`src/rtl/pvz_pkg.sv`:
```
// rtl/pvz_pkg.sv - shared lawn geometry, slot index width and pea position type
// Contents:
//   LANES, SLOTS, X_W, SCREEN_W : lawn geometry shared with the renderer
//   SLOT_IDX_W                  : width of a per-lane slot index
//   lane_pos_t                  : horizontal pixel position on a lane
//   lowest_set()                : index of the lowest set bit of an 8-bit vector
package pvz_pkg;

    localparam int LANES      = 5;
    localparam int SLOTS      = 5;
    localparam int X_W        = 10;
    localparam int SCREEN_W   = 800;
    localparam int SLOT_IDX_W = 3;

    typedef logic [X_W-1:0] lane_pos_t;

    // Returns 0 when no bit is set; callers qualify the result with |v.
    function automatic logic [SLOT_IDX_W-1:0] lowest_set(input logic [7:0] v);
        logic [SLOT_IDX_W-1:0] idx;
        idx = '0;
        for (int i = 7; i >= 0; i--) begin
            if (v[i]) begin
                idx = SLOT_IDX_W'(i);
            end
        end
        return idx;
    endfunction

endpackage

```
`src/rtl/pea_lane.sv`:
```
// rtl/pea_lane.sv - one lawn row: fire cadence counter and pea slot pool
// Ports:
//   clk, reset      : clock, synchronous active-high reset
//   clear           : synchronous pool/counter clear (game not running)
//   move_tick       : game timebase strobe
//   plant_en        : a peashooter stands on this lane
//   plant_x         : muzzle x of the peashooter
//   hit_valid       : renderer reports a hit on this lane
//   hit_slot        : slot index of the hit
//   pea_x           : slot x positions, slot 0 in LSBs
//   pea_valid       : slot occupancy
//   spawned         : combinational, a pea is being spawned this cycle
//   drop            : registered pulse, a shot was due with the pool full
// Build option PEA_FIRE_ON_PLANT_EN: a freshly placed peashooter fires on
// the very next move tick instead of waiting a full fire period.
module pea_lane
    import pvz_pkg::*;
#(
    parameter int SLOTS       = pvz_pkg::SLOTS,
    parameter int SCREEN_W    = pvz_pkg::SCREEN_W,
    parameter int PEA_STEP    = 2,
    parameter int FIRE_PERIOD = 64
) (
    input  logic                  clk,
    input  logic                  reset,
    input  logic                  clear,
    input  logic                  move_tick,
    input  logic                  plant_en,
    input  lane_pos_t             plant_x,
    input  logic                  hit_valid,
    input  logic [SLOT_IDX_W-1:0] hit_slot,
    output logic [SLOTS*X_W-1:0]  pea_x,
    output logic [SLOTS-1:0]      pea_valid,
    output logic                  spawned,
    output logic                  drop
);

    localparam logic [9:0]   FIRE_LAST = 10'(FIRE_PERIOD - 1);
    localparam logic [X_W:0] STEP_EXT  = (X_W + 1)'(PEA_STEP);
    localparam logic [X_W:0] LAST_X    = (X_W + 1)'(SCREEN_W - 1);

    logic [9:0]       cnt_q, cnt_d;
    logic [SLOTS-1:0] valid_q, valid_d;
    lane_pos_t        x_q [SLOTS];
    lane_pos_t        x_d [SLOTS];
    logic             drop_q, drop_d;

    logic                  shot_due;
    logic [7:0]            free_vec;
    logic                  any_free;
    logic [SLOT_IDX_W-1:0] spawn_idx;
    logic                  spawn_ok;
    logic                  hit_ok;
    logic [X_W:0]          sum;

`ifdef PEA_FIRE_ON_PLANT_EN
    logic plant_en_q, plant_en_d;
    assign plant_en_d = plant_en;
`endif

    // Fire cadence: counts move ticks while a peashooter is present.
    always_comb begin
        cnt_d    = cnt_q;
        shot_due = 1'b0;
        if (!plant_en) begin
            cnt_d = '0;
`ifdef PEA_FIRE_ON_PLANT_EN
        end else if (!plant_en_q) begin
            // Just planted: arm the counter so the next tick fires.
            cnt_d = FIRE_LAST;
`endif
        end else if (move_tick) begin
            if (cnt_q == FIRE_LAST) begin
                cnt_d    = '0;
                shot_due = 1'b1;
            end else begin
                cnt_d = cnt_q + 10'd1;
            end
        end
    end

    // Free slots are judged on the registered occupancy, so a slot freed
    // by a hit or by leaving the screen this cycle cannot be refilled
    // until the following cycle.
    always_comb begin
        free_vec             = '0;
        free_vec[SLOTS-1:0]  = ~valid_q;
        any_free             = |free_vec;
        spawn_idx            = lowest_set(free_vec);
        spawn_ok             = shot_due && any_free;
        drop_d               = shot_due && !any_free;
        hit_ok               = hit_valid && ({1'b0, hit_slot} < 4'(SLOTS));
    end

    // Per-slot update. The three branches are mutually exclusive on a
    // slot: hit and advance need an occupied slot, spawn an empty one,
    // so a new pea is never advanced in its spawn cycle.
    always_comb begin
        valid_d = valid_q;
        sum     = '0;
        for (int i = 0; i < SLOTS; i++) begin
            x_d[i] = x_q[i];
            if (hit_ok && (hit_slot == SLOT_IDX_W'(i)) && valid_q[i]) begin
                valid_d[i] = 1'b0;
                x_d[i]     = '0;
            end else if (valid_q[i] && move_tick) begin
                sum = {1'b0, x_q[i]} + STEP_EXT;
                if (sum > LAST_X) begin
                    valid_d[i] = 1'b0;
                    x_d[i]     = '0;
                end else begin
                    x_d[i] = sum[X_W-1:0];
                end
            end else if (spawn_ok && (spawn_idx == SLOT_IDX_W'(i))) begin
                valid_d[i] = 1'b1;
                x_d[i]     = plant_x;
            end
        end
    end

    always_ff @(posedge clk) begin
        if (reset || clear) begin
            cnt_q   <= '0;
            valid_q <= '0;
            drop_q  <= 1'b0;
            for (int i = 0; i < SLOTS; i++) begin
                x_q[i] <= '0;
            end
        end else begin
            cnt_q   <= cnt_d;
            valid_q <= valid_d;
            drop_q  <= drop_d;
            for (int i = 0; i < SLOTS; i++) begin
                x_q[i] <= x_d[i];
            end
        end
    end

`ifdef PEA_FIRE_ON_PLANT_EN
    // Tracks plant_en even while the game is stopped, so a clear does not
    // fake a planting edge.
    always_ff @(posedge clk) begin
        if (reset) begin
            plant_en_q <= 1'b0;
        end else begin
            plant_en_q <= plant_en_d;
        end
    end
`endif

    always_comb begin
        for (int i = 0; i < SLOTS; i++) begin
            pea_x[i*X_W +: X_W] = x_q[i];
        end
    end

    assign pea_valid = valid_q;
    assign drop      = drop_q;
    assign spawned   = spawn_ok && !clear;

endmodule

```
`src/rtl/pea_shot_engine.sv`:
```
// rtl/pea_shot_engine.sv - pea projectile pool for all lanes, feeds the renderer
// Ports:
//   clk, reset   : clock, synchronous active-high reset
//   move_tick    : game timebase strobe
//   game_run     : low clears every pool and fire counter
//   plant_en     : per-lane peashooter present
//   plant_x      : per-lane muzzle x, lane 0 in LSBs
//   hit_valid    : per-lane hit report from the renderer
//   hit_slot     : per-lane hit slot index
//   pea_x        : pea x, index lane*SLOTS+slot
//   pea_valid    : slot occupied, index lane*SLOTS+slot
//   spawn_drop   : per-lane pulse, shot due with a full pool
//   fired_count  : peas spawned since reset, saturating
// Build option PEA_FIRE_ON_PLANT_EN: first shot on the move tick right
// after a peashooter is placed.
module pea_shot_engine
    import pvz_pkg::*;
#(
    parameter int LANES       = pvz_pkg::LANES,
    parameter int SLOTS       = pvz_pkg::SLOTS,
    parameter int SCREEN_W    = pvz_pkg::SCREEN_W,
    parameter int PEA_STEP    = 2,
    parameter int FIRE_PERIOD = 64
) (
    input  logic                         clk,
    input  logic                         reset,
    input  logic                         move_tick,
    input  logic                         game_run,
    input  logic [LANES-1:0]             plant_en,
    input  logic [LANES*X_W-1:0]         plant_x,
    input  logic [LANES-1:0]             hit_valid,
    input  logic [LANES*SLOT_IDX_W-1:0]  hit_slot,
    output logic [LANES*SLOTS*X_W-1:0]   pea_x,
    output logic [LANES*SLOTS-1:0]       pea_valid,
    output logic [LANES-1:0]             spawn_drop,
    output logic [15:0]                  fired_count
);

    logic             run_clear;
    logic [LANES-1:0] spawned;
    logic [7:0]       n_spawn;
    logic [16:0]      fired_sum;
    logic [15:0]      fired_q, fired_d;

    assign run_clear = !game_run;

    for (genvar l = 0; l < LANES; l++) begin : g_lane
        pea_lane #(
            .SLOTS       (SLOTS),
            .SCREEN_W    (SCREEN_W),
            .PEA_STEP    (PEA_STEP),
            .FIRE_PERIOD (FIRE_PERIOD)
        ) u_lane (
            .clk       (clk),
            .reset     (reset),
            .clear     (run_clear),
            .move_tick (move_tick),
            .plant_en  (plant_en[l]),
            .plant_x   (plant_x[l*X_W +: X_W]),
            .hit_valid (hit_valid[l]),
            .hit_slot  (hit_slot[l*SLOT_IDX_W +: SLOT_IDX_W]),
            .pea_x     (pea_x[l*SLOTS*X_W +: SLOTS*X_W]),
            .pea_valid (pea_valid[l*SLOTS +: SLOTS]),
            .spawned   (spawned[l]),
            .drop      (spawn_drop[l])
        );
    end

    // Several lanes may spawn together; add them all, clamp at all-ones.
    always_comb begin
        n_spawn = '0;
        for (int l = 0; l < LANES; l++) begin
            n_spawn = n_spawn + 8'(spawned[l]);
        end
        fired_sum = 17'(fired_q) + 17'(n_spawn);
        fired_d   = fired_q;
        if (game_run) begin
            fired_d = fired_sum[16] ? 16'hFFFF : fired_sum[15:0];
        end
    end

    always_ff @(posedge clk) begin
        if (reset) begin
            fired_q <= '0;
        end else begin
            fired_q <= fired_d;
        end
    end

    assign fired_count = fired_q;

endmodule
```
`config.mk`:
```
export PLATFORM = sky130hd
export DESIGN_NAME = pea_shot_engine
export DESIGN_NICKNAME = d
export VERILOG_FILES = /design/src/rtl/pvz_pkg.sv /design/src/rtl/pea_lane.sv /design/src/rtl/pea_shot_engine.sv
export SDC_FILE = /design/constraint.sdc
export NUM_CORES = 1
export LEC_CHECK = 0
export ABC_AREA = 1
export CAP_MARGIN = 0
export CORE_ASPECT_RATIO = 1.2
export CORE_MARGIN = 2
export CORE_UTILIZATION = 39
export CTS_CLUSTER_DIAMETER = 50
export DETAILED_ROUTE_END_ITERATION = 6
export GPL_ROUTABILITY_DRIVEN = 0
export PLACE_DENSITY_LB_ADDON = 0.1
export SYNTH_ARGS = -nofsm -noshare
export SYNTH_HDL_FRONTEND = slang
export SYNTH_SLANG_ARGS = --single-unit
```
`constraint.sdc`:
```
create_clock -name clk -period 4.5 [get_ports clk]
set_input_delay 0.675 -clock clk [delete_from_list [all_inputs] [get_ports clk]]
set_output_delay 0.675 -clock clk [all_outputs]
set_load 0.005 [all_outputs]
```
==> results of run 1 <==
-- kinds of logic (layout without fill, tap and decap cells) --
kind of cell               count (synthesis)  in the layout  share of synthesized area (%)
and+or+nand+nor                         1707           1707                           33.9
adders and majority gates                 62             62                           3.60
AOI/OAI and AO/OA                        768            768                           18.8
DFF                                      346            346                           31.3
xor gates and xnor gates                  73             73                           2.89
other                                      0              2                              0
buffers and inverters                    543            958                           9.48
-- power by group through the flow --
stage / sequential [W] / clock (W) / combinational (W)
after floorplan: 0.00313 / 0 / 0.0000931
after global placement: 0.00313 / 0 / 0.000269
after detailed placement: 0.00313 / 0 / 0.000268
after CTS: 0.00307 / 0.00396 / 0.000269
after global routing: 0.00307 / 0.00407 / 0.000289
final: 0.00307 / 0.00385 / 0.000270
-- registers in the layout, indices dropped and copies added, names as in the netlist --
signal,flops
g_lane.u_lane.cnt_q,50
g_lane.u_lane.x_q,250
fired_count,16
g_lane.u_lane.pea_valid,25
g_lane.u_lane.drop,5
-- final cells by class --
type | count | area [sq um] | area share, %
antenna | 2 | 5.00 | 0.0177
timing repair buffer | 387 | 3850 | 13.6
clock buffer | 56 | 1260 | 4.46
clock inverter | 30 | 340 | 1.21
inverter | 485 | 1820 | 6.45
multi-input combinational | 2610 | 13100 | 46.5
tap | 727 | 910 | 3.22
sequential | 346 | 6930 | 24.5
-- worst max path at each step --
stage                       to  slack [ns]                       from
3_3_place_gp   fired_count[10]        0.14                  move_tick
4_1_cts        fired_count[10]        0.34  g_lane[0].u_lane.cnt_q[0]
2_1_floorplan  fired_count[10]        0.54                  move_tick
6_report       fired_count[10]        0.33  g_lane[0].u_lane.cnt_q[0]
3_5_place_dp   fired_count[10]        0.08                  move_tick
5_1_grt        fired_count[10]        0.03  g_lane[0].u_lane.cnt_q[0]
-- cells in the final DEF, fill, tap and decap left out, types with 12 or more instances in the layout --
cell type / n
a21oi_1: 288
buf_4: 12
clkbuf_16: 46
clkdlybuf4s50_1: 373
dfxtp_1: 346
ha_1: 59
inv_1: 462
inv_2: 12
nand2_1: 856
nand3_1: 265
nand3b_1: 22
nand4_1: 125
nor2_1: 326
nor3_1: 40
nor3b_1: 16
o21ai_0: 368
o21ai_1: 17
o21bai_1: 44
xnor2_1: 35
xor2_1: 38
-- routing by layer --
layer / global-route usage, % / vias up
met5: 0 / -
met4: 6.83 / 4
li1: - / 12400
met2: 41.2 / 622
met3: 5.29 / 131
met1: 31.1 / 10800
-- worst register-to-register path, cell delays in order, from the launching register on --
cell and delay [ns]:
dfxtp_1 0.35, ha_1 0.19, nand2_1 0.11, nor2_4 0.14
inv_2 0.05, nor2_4 0.13, nand2_4 0.11, nor2_8 0.09
inv_1 0.08, nor2_1 0.17, fa_1 0.47, fa_1 0.49
ha_1 0.24, fa_1 0.40, nand2_1 0.09, nand2_1 0.07
nand3b_1 0.14, nor2_2 0.05, nand2_1 0.10, nor2_1 0.08
inv_2 0.16, o21ai_0 0.11, a21oi_1 0.11, or2_1 0.10
inv_1 0.03
-- through the flow --
step	util [%]	std cells
after floorplan	-	3499
after global placement	47.5	4555
after detailed placement	47.5	4555
after CTS	50.3	4641
after global routing	50.3	4643
final	50.3	4643
==> results, run 1 <==
- The leakage power summed over all cells is 11.4 nW.
- The detailed route wirelength on metal2 is 34.4 mm.
- Of the total power, registers draw 42.7%.
- The critical path contains buffers and inverters numbering 4 combined.
- Grouping stages by cell kind, the critical path spends the most delay in adder cells.
- The most instantiated library cell after synthesis is nand2_1.
- The floorplan die height is 265 microns.
- For hold timing, the worst endpoint is g_lane[2].u_lane.cnt_q[9].
- The CTS tree is done.
- The via count of the first global-routing pass is 22.4k.
- Setup repair after global routing left no endpoint under its margin.
- The largest clock skew in the final design is 0.0304 ns.
- The worst path setup slack after routing is 0.332 ns.
- The async set or reset register ratio after synthesis is 0%.
- The chip width is 222 microns.
- The startpoint identified for the worst register-to-register timing path is g_lane[0].u_lane.cnt_q[0].
- The routed layout has roughly 24k vias.
- For the worst setup path, the data required time is around 5 ns.
- The critical path crosses 24 cells after its start point.
- By area the synthesized netlist is led by dfxtp_1 31%, nand2_1 15%, o21ai_0 8.3%.
- After synthesis, the largest area contributor takes up between 30% and 40% of total cell area.
- The mean instance size in the synthesized netlist is 6.33 sq um.
- The most numerous cell type found on the critical path is nand2_1.
- The starting density of the core is 39.5%.
- Derived from the worst setup path, the maximum achievable clock frequency is 0.240 GHz.
- Synthesis produced a netlist with a net count of 3,640.
- The data arrival time of the critical path is 4.64 ns.
- The number of hold-repair buffers added at the cts stage is 0.
- After clock tree synthesis, the clock-pin slew on the worst setup and hold paths is approximately 0.060 ns.
- In this run, the clock network consumes 53.6% of the power.
- Counting flops and latches in the post-synthesis netlist gives 346.
- At the pin with the least slew margin, the transition time is 0.870 ns.
- The net total in the final layout is roughly 4k.
- The critical path launch point type is a flop.
- The instance count of the mapped netlist is 3,499.
- The checks that failed: design-rule violations.
- The flow ran to the end, but the final reports show violations.
- The biggest fanout along the worst timing path is 10.
- The quantity of I/O buffers inserted on ports is around 370.
- The number of routed nets with antenna violations is 0.
- The global route total overflow is 0.
- Of all cell types, the one taking the most synthesized area is dfxtp_1.
- The per-cell via count in the routed design is 5.15.
- The number of gates resized after cts is 0.
- In this run, CTS created clock tree buffers numbering 46.
- The post-synthesis cell area is 0.0221 sq mm.
- Compared with the post-synthesis result, the final layout area differs by 27.5%.
- The cell type of the slowest stage on the worst timing path is fa_1.
- The wire length of the first global-routing pass is 118 mm.
- The count of clock tree sinks is 346.
- Clock tree synthesis selected as its root buffer the cell clkbuf_16.
- The number of warnings issued by yosys is 0.
- Summed over all nets, the switching power comes to ~0.0017 W.
- The number of rows created at floorplan is 95.
- The worst setup timing slack at the placement stage is 0.0762 ns.
- The share of final-layout standard cells stronger than drive strength 1 is between 4 and 5%.
- The largest net degree at the start of global routing is between 40 and 50.
- The final layout contains routed wiring with a total length of between 70 and 80 mm.
- The post-detailed-placement half-perimeter wirelength is roughly 55 mm.
- The wire length per cell is 15.9 microns.
- The hold path startpoint is g_lane[2].u_lane.cnt_q[9].
- The clock latency of the later-clocked register in the worst-skew pair is approximately 0.6 ns.
- The highest layer touched by signal routing is met5.
- The cell area after layout is about 0.028 sq mm.
- The detailed-router iteration count before antenna repair is 7.
- Ranked by instance count, the synthesized netlist is headed by 856 x nand2_1, 462 x inv_1, 368 x o21ai_0.
- For flop-to-flop paths, the worst setup slack is about 0.33 ns.
- The number of antenna violations at the first check in global routing was 5.
- The peak per-stage delay on the critical path is 0.49 ns.
- The internal power component is 0.00546 W.
- In the detailed route, the total length drawn on met3 is between 4 and 5 mm.
- Summed over all failing endpoints, the final setup total negative slack is 0 ns.
- The critical path goes through ha_1, nand2_1, nor2_4, inv_2, nor2_4, nand2_4, nor2_8, inv_1, nor2_1, fa_1, fa_1, ha_1, fa_1, nand2_1, nand2_1, nand3b_1, nor2_2, nand2_1, nor2_1, inv_2, o21ai_0, a21oi_1, or2_1, inv_1.
- Counting flops with a built-in enable in the synthesized netlist gives 0.
- Net switching is 24.0% of the power.
- Counting along the longest clock path gives a buffer depth of 3.
- Combinational logic is responsible for 3.8% of the overall power.
- Of the synthesized area, sequential elements account for 31.3%.
- The total count of hold-check failures in the final report is 0.
- The floorplan step defined a core boundary enclosing ~0.056 sq mm.
- Dividing total power by cell area gives a power density of 255 mW/mm^2.
- The maximum vdd drop is around 0.28 mV.
- Measured against its own limit, the worst slew margin works out to 41.4%.
- The number of cells traversed by the worst hold path is 2.
- The number of primary I/O pins is 375.
- The endpoint of the worst register-to-register path is fired_count[10].
- The tool flagged a number of max-cap violations equal to 0.
- The count of cell types in the netlist is 55.
- The main flop type after synthesis is dfxtp_1.
- The DRC violation count after routing is 18.
- Summing all placed instances gives a cell area of 0.0266 sq mm.
- The share of the clock period used by the worst path is 92.6%.
- The area of the die is 0.0587 sq mm.
- The worst path in the final design needs a cycle of 4.17 ns, including I/O delays and setup.
- The critical setup path kind is flop to flop.
- The smallest hold slack is 0.466 ns.
- The detailed router finished its first iteration with roughly 1.8k violations.
- The number of setup violations in the final report is 0.
- STA classifies the critical path endpoint as a flop.
- The number of fill cells is 5,851.
- The post-CTS setup-driven buffer insertion count is 0.
- The detailed-routing wirelength on met1 is 32.5 mm.
- The final-report max-slew violation count was 0.
- The H-tree generated during clock tree synthesis spans 2 levels.
- The number of cells on the worst reg-to-reg path is 24.
- The completed layout was analyzed and its total power is slightly above 0.007 W.
- The type of the most critical hold path is flop to flop.
- Global routing used 24.3% of the available tracks across all layers.
No activity file was read; power rests on OpenSTA's default activity.
==> inputs of run 2 (changes only) <==
--- a/config.mk
+++ b/config.mk
@@ -12,7 +12,6 @@
 export CORE_UTILIZATION = 39
 export CTS_CLUSTER_DIAMETER = 50
 export DETAILED_ROUTE_END_ITERATION = 6
-export GPL_ROUTABILITY_DRIVEN = 0
 export PLACE_DENSITY_LB_ADDON = 0.1
 export SYNTH_ARGS = -nofsm -noshare
 export SYNTH_HDL_FRONTEND = slang
==> results of run 2 <==
The final DEF is identical to that of run 1; final timing and power are the same.
==> inputs of run 3 (changes only) <==
--- a/config.mk
+++ b/config.mk
@@ -7,9 +7,11 @@
 export LEC_CHECK = 0
 export ABC_AREA = 1
 export CAP_MARGIN = 0
+export CELL_PAD_IN_SITES_DETAIL_PLACEMENT = 0
+export CELL_PAD_IN_SITES_GLOBAL_PLACEMENT = 1
 export CORE_ASPECT_RATIO = 1.2
 export CORE_MARGIN = 2
-export CORE_UTILIZATION = 39
+export CORE_UTILIZATION = 38
 export CTS_CLUSTER_DIAMETER = 50
 export DETAILED_ROUTE_END_ITERATION = 6
 export PLACE_DENSITY_LB_ADDON = 0.1
==> constraint.sdc (replaced) <==
create_clock -name clk -period 4.5 [get_ports clk]
set_input_delay 0.9 -clock clk [delete_from_list [all_inputs] [get_ports clk]]
set_output_delay 0.9 -clock clk [all_outputs]
set_load 0.005 [all_outputs]
==> results, run 3 (same netlist as run 1, synthesis figures left out) <==
- The post-place instance area is 0.0267 sq mm (+0.36%).
- The cell area after layout is 0.0285 sq mm (+1.0%).
- The leakage power summed over all cells came to 11.5 nW (+1.4%).
- In this run the critical register-to-register path is captured at fired_count[10].
- The number of fill cells is 5,963 (+1.9%).
- The biggest fanout along the worst timing path came to 7 (-3).
- The register-to-register setup slack is 0.48 ns (+0.14 ns).
- The required time reported for the critical path endpoint was 5.00 ns (+0.02 ns).
- The floorplan die height is 268 microns (+1.3%).
- The post-CTS setup-driven buffer insertion count is 0 (unchanged).
- The largest clock skew in the final design was 0.0206 ns (-0.00974 ns).
- The number of hold-repair buffers added at the cts stage is 0 (unchanged).
- The max-slew headroom at the worst pin is 39.8% (-1.6 points).
- The type of destination of the critical path is a flop.
- In this run the clock root is driven by a clkbuf_16.
- The number of flip-flops under the largest register name was 250 (unchanged).
- The per-cell via count in the routed design was 5.23 (+1.6%).
- The count of clock tree sinks is 346 (unchanged).
- The largest net degree at the start of global routing is 27 (-44%).
- The transition time at the pin with the least slew margin was 0.894 ns (+0.0243 ns).
- The DRC violation count after routing is 0 (-18).
- The data arrival time of the critical path is 4.52 ns (-0.12 ns).
- The critical path ends at fired_count[10].
- The placer congestion estimate is slightly above 0.9.
- The number of gates resized after cts is 0 (unchanged).
- The number of levels the H-tree was split into is 2 (unchanged).
- The most common cell after layout, fill and taps aside is nand2_1.
- The final routed wirelength across all metal layers was 77.1 mm (+4.6%).
- The top register by number of flip-flops is g_lane.u_lane.x_q.
- The met2 track demand over resource came to 44.1% (+2.8 points).
- The detailed-router iteration count before antenna repair is 7 (unchanged).
- The global routing usage on met3 is 5.02% (-0.27 points).
- The quantity of I/O buffers inserted on ports is 374 (unchanged).
- The final core utilization is 49.7% (-0.64 points).
- Leaving out fill and tap cells, the most frequent cells in the layout are 856 x nand2_1, 462 x inv_1, 373 x clkdlybuf4s50_1.
- The beginning of the critical path is g_lane[0].u_lane.cnt_q[1].
- The number of antenna violations at the first check in global routing is 3 (-2).
- STA classifies the critical path startpoint as a flop.
- Setup repair after global routing left no endpoint under its margin.
- The flow ran to the end, and the final reports show no timing, DRC or antenna violations.
- The clock transition at the registers of the reported paths is 0.06 ns (about the same).
- The number of buffers on the longest clock path came to 3 (unchanged).
- The CTS buffer count is 51 (+11%).
- The number of max-capacitance violations reported came to 0 (unchanged).
- The chip width is 224 microns (+1.3%).
- The tightest min-delay check is of the flop to flop type.
- The number of setup violations in the final report came to 0 (unchanged).
- The starting density of the core is 38.6% (-0.90 points).
- The maximum achievable frequency came to 0.249 GHz (+3.6%).
- The via count of the first global-routing pass is 23.5k (+5.1%).
- The area of the die is 0.0602 sq mm (+2.6%).
- The clock latency of the later-clocked register in the worst-skew pair was 0.60 ns (about the same).
- The critical setup path kind is flop to flop.
- The final-report max-slew violation count is 0 (unchanged).
- The post-layout minimum cycle time is 4.02 ns (-0.144 ns).
- The combined global-route utilization of all metal layers is 24.7% (+0.41 points).
- The total count of hold-check failures in the final report is 0 (unchanged).
- The smallest hold slack was 0.480 ns (+0.0145 ns).
- The layout overhead on the synthesized area is 28.8%.
- The number of routed nets with antenna violations came to 0 (unchanged).
- The share of the clock period used by the worst path is 89.4% (-3.2 points).
- The via total after detailed routing is 24.4k (+2.1%).
- The maximum vdd drop is 0.229 mV (-19%).
- The startpoint identified for the worst register-to-register timing path is g_lane[0].u_lane.cnt_q[1].
- The most heavily used metal layer in global routing is met2.
- TritonCTS built the clock tree.
- The depth of the worst register-to-register path was 24 (unchanged).
- The number of rows created at floorplan is 96 (+1.1%).
- The initial detailed-routing violation count is 1,303 (-27%).
- The global route total overflow is 0 (unchanged).
- The global-route met1 utilization is 29.5% (-1.6 points).
- The number of primary I/O pins is 375 (unchanged).
- The wire length per cell is 16.5 microns (+4.0%).
- The post-detailed-placement half-perimeter wirelength is 58.8 mm (+6.8%).
- The power density over the cells came to 266 mW/mm^2 (+4.6%).
- The share of final-layout standard cells stronger than drive strength 1 was 4.93% (+0.38 points).
- The net total in the final layout is 4,035 (+0.45%).
- The area of the core region is 0.0574 sq mm (+2.3%).
- The wire length of the first global-routing pass is 122 mm (+2.8%).
run 3: through the flow:
stage	total power, W	worst slack (ns)	instances	setup TNS [ns]
floorplan	0.00323	0.317	3499	0
global route	0.00782	0.00816	4669	0
global placement	0.00341	0.0195	4576	0
detailed placement	0.00341	-0.0567	4576	-0.123
CTS	0.00768	0.438	4668	0
finish	0.00759	0.477	4669	0
run 3: layout make-up:
cell class	instances	area, sq um	area share [%]
diodes	1	2.50	0.00877
clock buffers	66	1450	5.07
clock inverters	26	354	1.24
inverters	485	1820	6.38
multi-input cells	2610	13100	46.0
flip-flops and latches	346	6930	24.3
well taps	735	920	3.22
repair buffers	400	3930	13.8
run 3: worst min path at each step:
| stage | from | slack (ns) | cells past startpoint | end |
|---|---|---|---|---|
| global route | g_lane[2].u_lane.cnt_q[1] | 0.51 | 2 | g_lane[2].u_lane.cnt_q[1] |
| CTS | g_lane[2].u_lane.cnt_q[9] | 0.48 | 2 | g_lane[2].u_lane.cnt_q[9] |
| detailed placement | g_lane[2].u_lane.cnt_q[9] | 0.47 | 2 | g_lane[2].u_lane.cnt_q[9] |
| finish | g_lane[2].u_lane.cnt_q[9] | 0.48 | 2 | g_lane[2].u_lane.cnt_q[9] |
| floorplan | g_lane[2].u_lane.cnt_q[9] | 0.44 | 2 | g_lane[2].u_lane.cnt_q[9] |
| global placement | g_lane[2].u_lane.cnt_q[9] | 0.45 | 2 | g_lane[2].u_lane.cnt_q[9] |
run 3: worst max-delay path, stage by stage, from the launching register on:
cell,delay (ns)
dfxtp_1,0.35
ha_1,0.21
nand2_1,0.12
nor2_4,0.15
inv_2,0.06
nor2_4,0.13
nand2_4,0.08
nor2_8,0.08
inv_1,0.08
nor2_1,0.16
fa_1,0.48
fa_1,0.50
ha_1,0.24
fa_1,0.39
nand2_1,0.08
nand2_1,0.06
nand3b_1,0.13
nor2_2,0.06
nand2_1,0.08
nor2_1,0.06
inv_2,0.12
o21ai_0,0.09
a21oi_1,0.10
or2_1,0.10
inv_1,0.03
run 3: metal layers:
layer,routed length [microns],vias to the layer above
li1,-,12400
met1,31800,11300
met2,37800,596
met3,4750,151
met4,2640,4
met5,24,-
run 3: power breakdown:
part / total (W) / switching (W) / internal, W
combinational: 0.000276 / 0.000179 / 0.0000961
clock: 0.00425 / 0.00158 / 0.00267
sequential: 0.00307 / 0.00000176 / 0.00307
